[src/rtl/alu_func_encoder_if.sv]
// Request/response handshake bundle for the ALU function encoder.
// The slave side is the encoder; the master side is control store / ALU.
interface alu_func_encoder_if;
   logic       in_valid;
   logic       in_ready;
   logic [3:0] in_op;
   logic       out_valid;
   logic       out_ready;
   logic [1:0] out_f;

   modport master (
      output in_valid, in_op, out_ready,
      input  in_ready, out_valid, out_f
   );

   modport slave (
      input  in_valid, in_op, out_ready,
      output in_ready, out_valid, out_f
   );
endinterface

[src/rtl/alu_func_encoder.sv]
// One-hot ALU op request -> 2-bit function code, through a 2-entry queue.
// Illegal (non-one-hot) requests are consumed, flagged on err and counted.
module alu_func_encoder #(
   parameter int unsigned CNT_W = 16
) (
   input  logic                  clk,
   input  logic                  rst_n,
   alu_func_encoder_if.slave     bus,
   output logic                  o_err,
   output logic [CNT_W-1:0]      o_op_count,
   output logic [CNT_W-1:0]      o_err_count
);

   localparam int unsigned F_W = 2;
   localparam logic [1:0] S_EMPTY = 2'd0;
   localparam logic [1:0] S_ONE   = 2'd1;
   localparam logic [1:0] S_FULL  = 2'd2;
   localparam logic [CNT_W-1:0] CNT_MAX = '1;

   logic [1:0]       r_state;
   logic [F_W-1:0]   r_head;
   logic [F_W-1:0]   r_tail;
   logic             r_in_ready;
   logic             r_out_valid;
   logic             r_err;
   logic [CNT_W-1:0] r_op_count;
   logic [CNT_W-1:0] r_err_count;

   logic [1:0]       w_state_nxt;
   logic [F_W-1:0]   w_head_nxt;
   logic [F_W-1:0]   w_tail_nxt;
   logic [F_W-1:0]   w_code;
   logic             w_legal;
   logic             w_accept;
   logic             w_push;
   logic             w_pop;
   logic             w_in_ready_nxt;
   logic             w_out_valid_nxt;

   // One-hot decode of the request
   always_comb begin
      w_code  = '0;
      w_legal = 1'b1;
      case (bus.in_op)
         4'b0001: w_code = 2'd0;
         4'b0010: w_code = 2'd1;
         4'b0100: w_code = 2'd2;
         4'b1000: w_code = 2'd3;
         default: w_legal = 1'b0;
      endcase
   end

   assign w_accept = bus.in_valid & r_in_ready;
   assign w_push   = w_accept & w_legal;
   assign w_pop    = r_out_valid & bus.out_ready;

   // Queue next-state; handshake outputs are precomputed so they can be registered
   always_comb begin
      w_state_nxt = r_state;
      w_head_nxt  = r_head;
      w_tail_nxt  = r_tail;
      case (r_state)
         S_EMPTY: begin
            if (w_push) begin
               w_state_nxt = S_ONE;
               w_head_nxt  = w_code;
            end
         end
         S_ONE: begin
            if (w_push && w_pop) begin
               w_head_nxt = w_code;
            end else if (w_push) begin
               w_state_nxt = S_FULL;
               w_tail_nxt  = w_code;
            end else if (w_pop) begin
               w_state_nxt = S_EMPTY;
            end
         end
         S_FULL: begin
            if (w_pop) begin
               w_state_nxt = S_ONE;
               w_head_nxt  = r_tail;
            end
         end
         default: w_state_nxt = S_EMPTY;
      endcase
      w_in_ready_nxt  = (w_state_nxt != S_FULL);
      w_out_valid_nxt = (w_state_nxt != S_EMPTY);
   end

   always_ff @(posedge clk or negedge rst_n) begin
      if (!rst_n) begin
         r_state     <= S_EMPTY;
         r_head      <= '0;
         r_tail      <= '0;
         r_in_ready  <= 1'b1;
         r_out_valid <= 1'b0;
      end else begin
         r_state     <= w_state_nxt;
         r_head      <= w_head_nxt;
         r_tail      <= w_tail_nxt;
         r_in_ready  <= w_in_ready_nxt;
         r_out_valid <= w_out_valid_nxt;
      end
   end

   // Error pulse and saturating statistics
   always_ff @(posedge clk or negedge rst_n) begin
      if (!rst_n) begin
         r_err       <= 1'b0;
         r_op_count  <= '0;
         r_err_count <= '0;
      end else begin
         r_err <= w_accept & ~w_legal;
         if (w_pop && (r_op_count != CNT_MAX)) begin
            r_op_count <= r_op_count + CNT_W'(1);
         end
         if (w_accept && !w_legal && (r_err_count != CNT_MAX)) begin
            r_err_count <= r_err_count + CNT_W'(1);
         end
      end
   end

   assign bus.in_ready  = r_in_ready;
   assign bus.out_valid = r_out_valid;
   assign bus.out_f     = r_head;
   assign o_err         = r_err;
   assign o_op_count    = r_op_count;
   assign o_err_count   = r_err_count;

endmodule

[src/flat_wrapper.sv]
// flat-port wrapper written by rule: the top's interface ports become plain ports
module alu_func_encoder_flat 
#(
   parameter int unsigned CNT_W = 16
)
  (clk, rst_n, o_err, o_op_count, o_err_count, bus_in_valid, bus_in_op, bus_out_ready, bus_in_ready, bus_out_valid, bus_out_f);
  alu_func_encoder_if bus_i ();
  input  logic clk;
  input  logic rst_n;
  output logic o_err;
  output logic [CNT_W-1:0] o_op_count;
  output logic [CNT_W-1:0] o_err_count;
  input wire logic [$bits(bus_i.in_valid)-1:0] bus_in_valid;
  input wire logic [$bits(bus_i.in_op)-1:0] bus_in_op;
  input wire logic [$bits(bus_i.out_ready)-1:0] bus_out_ready;
  output wire logic [$bits(bus_i.in_ready)-1:0] bus_in_ready;
  output wire logic [$bits(bus_i.out_valid)-1:0] bus_out_valid;
  output wire logic [$bits(bus_i.out_f)-1:0] bus_out_f;
  assign bus_i.in_valid = bus_in_valid;
  assign bus_i.in_op = bus_in_op;
  assign bus_i.out_ready = bus_out_ready;
  assign bus_in_ready = bus_i.in_ready;
  assign bus_out_valid = bus_i.out_valid;
  assign bus_out_f = bus_i.out_f;
  alu_func_encoder #(.CNT_W(CNT_W)) u_core (.clk(clk), .rst_n(rst_n), .bus(bus_i), .o_err(o_err), .o_op_count(o_op_count), .o_err_count(o_err_count));
endmodule
[config.mk]
export PLATFORM = sky130hd
export DESIGN_NAME = alu_func_encoder_flat
export DESIGN_NICKNAME = d
export VERILOG_FILES = /design/src/rtl/alu_func_encoder_if.sv /design/src/rtl/alu_func_encoder.sv /design/src/flat_wrapper.sv
export SDC_FILE = /design/constraint.sdc
export NUM_CORES = 1
export LEC_CHECK = 0
export ABC_AREA = 1
export CAP_MARGIN = 10
export CORE_MARGIN = 4
export CORE_UTILIZATION = 45
export DETAILED_ROUTE_END_ITERATION = 6
export PLACE_DENSITY = 0.66
export REMOVE_ABC_BUFFERS = 1
export SYNTH_ARGS = -nofsm -noshare
export SYNTH_HDL_FRONTEND = slang
export SYNTH_SLANG_ARGS = --single-unit
[constraint.sdc]
create_clock -name clk -period 3.7 [get_ports clk]
set_input_delay 0.74 -clock clk [delete_from_list [all_inputs] [get_ports clk]]
set_output_delay 0.74 -clock clk [all_outputs]
set_load 0.03 [all_outputs]
==> flow_summary.ini, run 1 <==
[pwr]
internal_power_mw = 1.03
power.density_nw_per_um2 = 576
p_sw_mw = 0.712
combPwrFrac_pct = 40.0
p_sw_share_pct = 40.9
p_seq_share_pct = 39.3
clkPwrFrac_pct = 20.6
peakVddDrop_v = 0.000456
leakage_nw = 1.40

[layout]
final_nets = 398
area_growth_syn_to_layout_pct = 25.0
nFillCells = 473
antennaDiodeCount = 0
drive_above_1_share_pct = 8.48
final_area_um2 = 3020

[yosys]
ys_ff_latch = 41
netlist_top_cells_count = nand2_1, dfrtp_1, inv_1
synth_fa_ha_area_share_pct = 1.04
synth_mux_area_share_pct = 0
yosysTopAreaCell = dfrtp_1
synth-edff-count = 0
synthXorXnorAreaFrac_pct = 5.07
yosys-top-cells-area = dfrtp_1, nand2_1, inv_1
synth_top_family_by_area = simple AND/OR/NAND/NOR gates
synth_top_cell_area_share_pct = 41.4
synth_cell_types = 23
synth-simple-area-share_pct = 39.2
netlist_instances = 339
async_flop_share_pct = 100
yosysWarnings = 0
synth_compound_area_share_pct = 5.18
synth_area_um2 = 2420
syn_avg_cell_area_um2 = 7.13
ys_seq_area_share_pct = 42.5
synth_ff_type = dfrtp_1
synth_most_common_cell = nand2_1

[clocking]
post_cts.repair.setup_buffers = 0
cts.sinks = 41
cts_tree = yes
clockRootBuffer = clkbuf_8
cts_resized = 0
cts_buffer_depth = 2
ctsHoldBuffers = 0
cts_buffers = 5
htreeDepth = 2
insertion_delay_ns = 0.30
clk_pin_slew_ns = 0.09

[worst_setup_path]
crit_path_end_kind = output pin
critical_path_peak_fanout = 6
crit_buf_inv = 1
cp_cell_sequence = clkdlybuf4s50_1
critPathMaxStageDelay_ns = 0.73
start_kind = flop
crit_slowest_cell = clkdlybuf4s50_1
timing.rr.start = u_core.o_err_count[0]
cp_data_arrival_time_ns = 1.53
crit_type = reg2out
critical_path.startpoint = u_core.o_err_count[2]
crit_family = buffers and inverters
crit_required_ns = 2.96

[min_path]
hp-start = u_core.bus.out_f[1]
hp-class = reg2reg

[outcome]
status = completed

[grt]
grt_max_degree = 42
grt_usage_pct = 18.5
grt_pass1_wl_um = 9520
antenna_found_initial = 0
grt_overflow = 0
grt_pass1_vias = 2203

[place]
port_buffers = 44
dpl_cell_area_um2 = 2910
dp_slack_ns = 1.16
gp_congestion = 0.803
dp_hpwl_um = 4000

[drt]
drtIter0Drc = 99
drc_errors = 0
ant_nets = 0
post_drt_wl_per_cell_um = 11.7
via_per_inst = 4.82
drt_pass1_iterations = 4
vias = 2214
routed_wl_um = 5360

[sta]
tns_ns = 0
period_minus_slack_ns = 2.27
slew_violations = 0
fin_crit_sh_pct = 61.3
max_freq_ghz = 0.441
timing.hold.ws_ns = 0.484
relSlewSlack_pct = 39.7
setup_slack_ns = 1.43
hold_viol_final = 0
rsz0062_at_grt = no
worst_pin_slew_ns = 0.905
fin_worst_skew_ns = 0.0113
setup-violations-final = 0

[die]
ios = 45
die-area_um2 = 6610
core_um2 = 5170
die_w_um = 81.3
start_util_pct = 46.7
rows = 26
die_height_um = 81.3

[run]
cap_violations = 0
-- cell type report --
| type | count | area [um2] | area share (%) |
|---|---|---|---|
| Multi-Input combinational cell | 259 | 1220 | 40.4 |
| Sequential cell | 41 | 1030 | 34.0 |
| Timing Repair Buffer | 45 | 443 | 14.7 |
| Inverter | 36 | 135 | 4.47 |
| Tap cell | 70 | 87.6 | 2.90 |
| Clock buffer | 6 | 72.6 | 2.40 |
| Clock inverter | 2 | 35.0 | 1.16 |
-- power by group through the flow --
stage                     combinational, mW  clock, mW  sequential, mW
after floorplan                       0.267          0           0.843
after global placement                0.695          0           0.690
after detailed placement              0.705          0           0.690
after CTS                             0.706      0.369           0.683
after global routing                  0.771      0.393           0.706
final                                 0.697      0.359           0.685
-- registers in the layout (all words and copies together) (netlist names) --
register              cells
u_core.bus.out_valid      1
u_core.o_err              1
u_core.r_tail             2
u_core.o_err_count       16
u_core.o_op_count        16
u_core.bus.in_ready       1
u_core.bus.out_f          2
u_core.r_state            2
-- worst reg2reg max path, stage by stage (launching register included) --
cell     delay, ns
dfrtp_1       0.43
ha_1          0.28
nand3_2       0.14
inv_2         0.07
nand2_2       0.07
nor2_2        0.05
nor2_2        0.46
buf_4         0.29
nand2_1       0.08
o21ai_1       0.06
-- cells in the final DEF (no fill, tap or decap), drive strengths merged, types with 2 or more instances in the layout --
| cell type | instances |
|---|---|
| clkdlybuf4s50 | 43 |
| nor2 | 36 |
| ha | 2 |
| o21ai | 19 |
| nand3 | 24 |
| inv | 36 |
| buf | 2 |
| dfrtp | 40 |
| clkbuf | 6 |
| xnor2 | 8 |
| xor2 | 6 |
| nand4 | 11 |
| nand2 | 150 |
-- metrics by stage --
step	utilization (%)	instances	total power [mW]
4_1_cts	58.4	459	1.76
2_1_floorplan	-	336	1.11
3_5_place_dp	56.3	451	1.39
6_report	58.4	459	1.74
3_3_place_gp	56.3	451	1.38
5_1_grt	58.4	459	1.87
-- metal layers --
layer / wire, um / vias to the layer above / track usage, %
met5: 0 / - / 0
met4: 72 / 0 / 6.08
met3: 220 / 7 / 4.43
met2: 2540 / 40 / 31.8
met1: 2530 / 1017 / 22.6
li1: - / 1150 / -
-- logic make-up (layout without fill, tap and decap cells) --
logic type      count (synthesis)  in the layout
simple gates                  223            223
buf+inv                        39             89
flops                          41             41
compound gates                 20             20
xor+xnor                       14             14
fa+ha+maj                       2              2
-- path summary, 6_finish.rpt --
path,end,slack [ns],cells past startpoint
worst min register to register,u_core.bus.out_f[1],0.48,2
worst min-delay path,u_core.bus.out_f[1],0.48,2
worst max register to register,u_core.o_err_count[12],1.69,9
max in group asynchronous,u_core.o_err_count[9],2.56,1
worst max-delay path,o_err_count[2],1.43,1
min in group asynchronous,u_core.o_op_count[12],0.57,1
No activity file was read; power rests on OpenSTA's default activity.
==> inputs of run 2 (changes only) <==
==> constraint.sdc (replaced) <==
create_clock -name clk -period 2.38 [get_ports clk]
set_input_delay 0.476 -clock clk [delete_from_list [all_inputs] [get_ports clk]]
set_output_delay 0.476 -clock clk [all_outputs]
set_load 0.03 [all_outputs]
==> run 2 against run 1 <==
  * First-iteration DRC count is 25% lower
  * Utilization is 0.46 points higher
  * Largest power group unchanged
  * Die area unchanged
  * Largest cell class unchanged
  * Highest routed layer unchanged
  * Critical endpoint is now o_op_count[13]
==> flow_summary.ini, run 2 (synthesized netlist as in run 1, its figures left out) <==
[outcome]
status = completed

[worst_setup_path]
crit_path_end_kind = output pin
crit_required_ns = 1.90
critical_path_peak_fanout = 7
crit_family = buffers and inverters
crit_buf_inv = 1
crit_type = reg2out
critPathMaxStageDelay_ns = 0.72
cp_cell_sequence = clkdlybuf4s50_1
start_kind = flop
crit_slowest_cell = clkdlybuf4s50_1
cp_data_arrival_time_ns = 1.50

[layout]
instances_no_fill = 461
antennaDiodeCount = 0
final_nets = 400
final_area_um2 = 3050
final_cell_mix = nand2_1, clkdlybuf4s50_1, dfrtp_1
final_common_cell = nand2_1
drive_above_1_share_pct = 8.95
area_growth_syn_to_layout_pct = 26.0
post-route-util_pct = 58.9

[drt]
drc_errors = 0
routed_wl_um = 5310
drt_pass1_iterations = 4
post_drt_wl_per_cell_um = 11.5
drtIter0Drc = 74
ant_nets = 0
via_per_inst = 4.82
vias = 2223

[place]
dpl_cell_area_um2 = 2930
dp_hpwl_um = 4010
port_buffers = 44
dp.cells = 453
gp_congestion = 0.815

[pwr]
power_mw = 2.73
leakage_nw = 1.42
peakVddDrop_v = 0.000633
power.density_nw_per_um2 = 898

[grt]
grt_usage_pct = 17.9
grt_pass1_vias = 2150
grt_max_degree = 23
antenna_found_initial = 0
met2_usage_pct = 30.4
grt_overflow = 0
grtUsageMet3_pct = 3.88
grt-busiest-layer = met2
grt_pass1_wl_um = 9320
gr-usage-met1_pct = 22.3

[die]
die_w_um = 81.3
die-area_um2 = 6610
die_height_um = 81.3
ios = 45
core_um2 = 5170
rows = 26
start_util_pct = 46.7

[sta]
setup-violations-final = 0
rsz0062_at_grt = no
tns_ns = 0
slew_violations = 0
fin_worst_skew_ns = 0.00647
period_minus_slack_ns = 1.97
fin_crit_sh_pct = 82.9
hold_viol_final = 0
worst_pin_slew_ns = 0.420
relSlewSlack_pct = 72.0
max_freq_ghz = 0.507

[run]
cap_violations = 0

[clocking]
cts.sinks = 41
cts_buffers = 5
cts_resized = 0
clk_pin_slew_ns = 0.08
ctsHoldBuffers = 0
cts_buffer_depth = 2
htreeDepth = 2
clockRootBuffer = clkbuf_8
insertion_delay_ns = 0.29
post_cts.repair.setup_buffers = 0
cts_tree = yes

[min_path]
hp-class = in2async
==> run 2: cell count changes in the layout (fill, tap and decap cells not counted) <==
cell / change
clkinv_2: -1
buf_4: +2
clkbuf_8: +1
==> run 2: layout make-up <==
| class | instances | area, um2 |
|---|---|---|
| flip-flops and latches | 41 | 1030 |
| clock inverters | 1 | 30.0 |
| inverters | 36 | 135 |
| fillers | 497 | 2130 |
| clock buffers | 7 | 86.3 |
| well taps | 70 | 87.6 |
| multi-input cells | 259 | 1220 |
| repair buffers | 47 | 458 |
==> run 2: through the flow <==
stage / setup WS, ns / hold slack [ns]
2_1_floorplan: 0.281 / 0.180
3_3_place_gp: 0.456 / 0.432
3_5_place_dp: 0.384 / 0.434
4_1_cts: 0.402 / 0.117
5_1_grt: 0.335 / 0.127
6_report: 0.408 / 0.107
==> run 2: worst paths after layout <==
path                                       start                     to  slack [ns]  cells after the start
hold reg to reg                 u_core.r_tail[1]       u_core.r_tail[1]        0.49                      2
setup / recovery           u_core.o_op_count[13]         o_op_count[13]        0.41                      1
min in group clk                u_core.r_tail[1]       u_core.r_tail[1]        0.49                      2
setup reg to reg           u_core.o_err_count[0]  u_core.o_err_count[7]        0.65                      9
max in group asynchronous                  rst_n  u_core.o_err_count[8]        1.72                      2
hold / removal                             rst_n  u_core.o_op_count[14]        0.11                      1
==> run 2: power by group <==
| group | internal [mW] | switching [mW] | total, mW |
|---|---|---|---|
| Clock | 0.342 | 0.248 | 0.591 |
| Combinational | 0.425 | 0.659 | 1.08 |
| Sequential | 0.864 | 0.195 | 1.06 |
==> run 2: worst register-to-register path: cells and delay by family, from the launching register on <==
family                     cells  cell delay [ns]
and+or+nand+nor                5             0.54
DFF                            1             0.42
buffers and inverters          2             0.33
adders and majority gates      1             0.27
AOI/OAI and AO/OA              1             0.05
==> run 2: metal layers <==
metal,up-vias,share of wire [%]
met5,-,0
li1,1162,-
met3,10,4.1
met1,1003,45
met4,0,1.9
met2,48,49
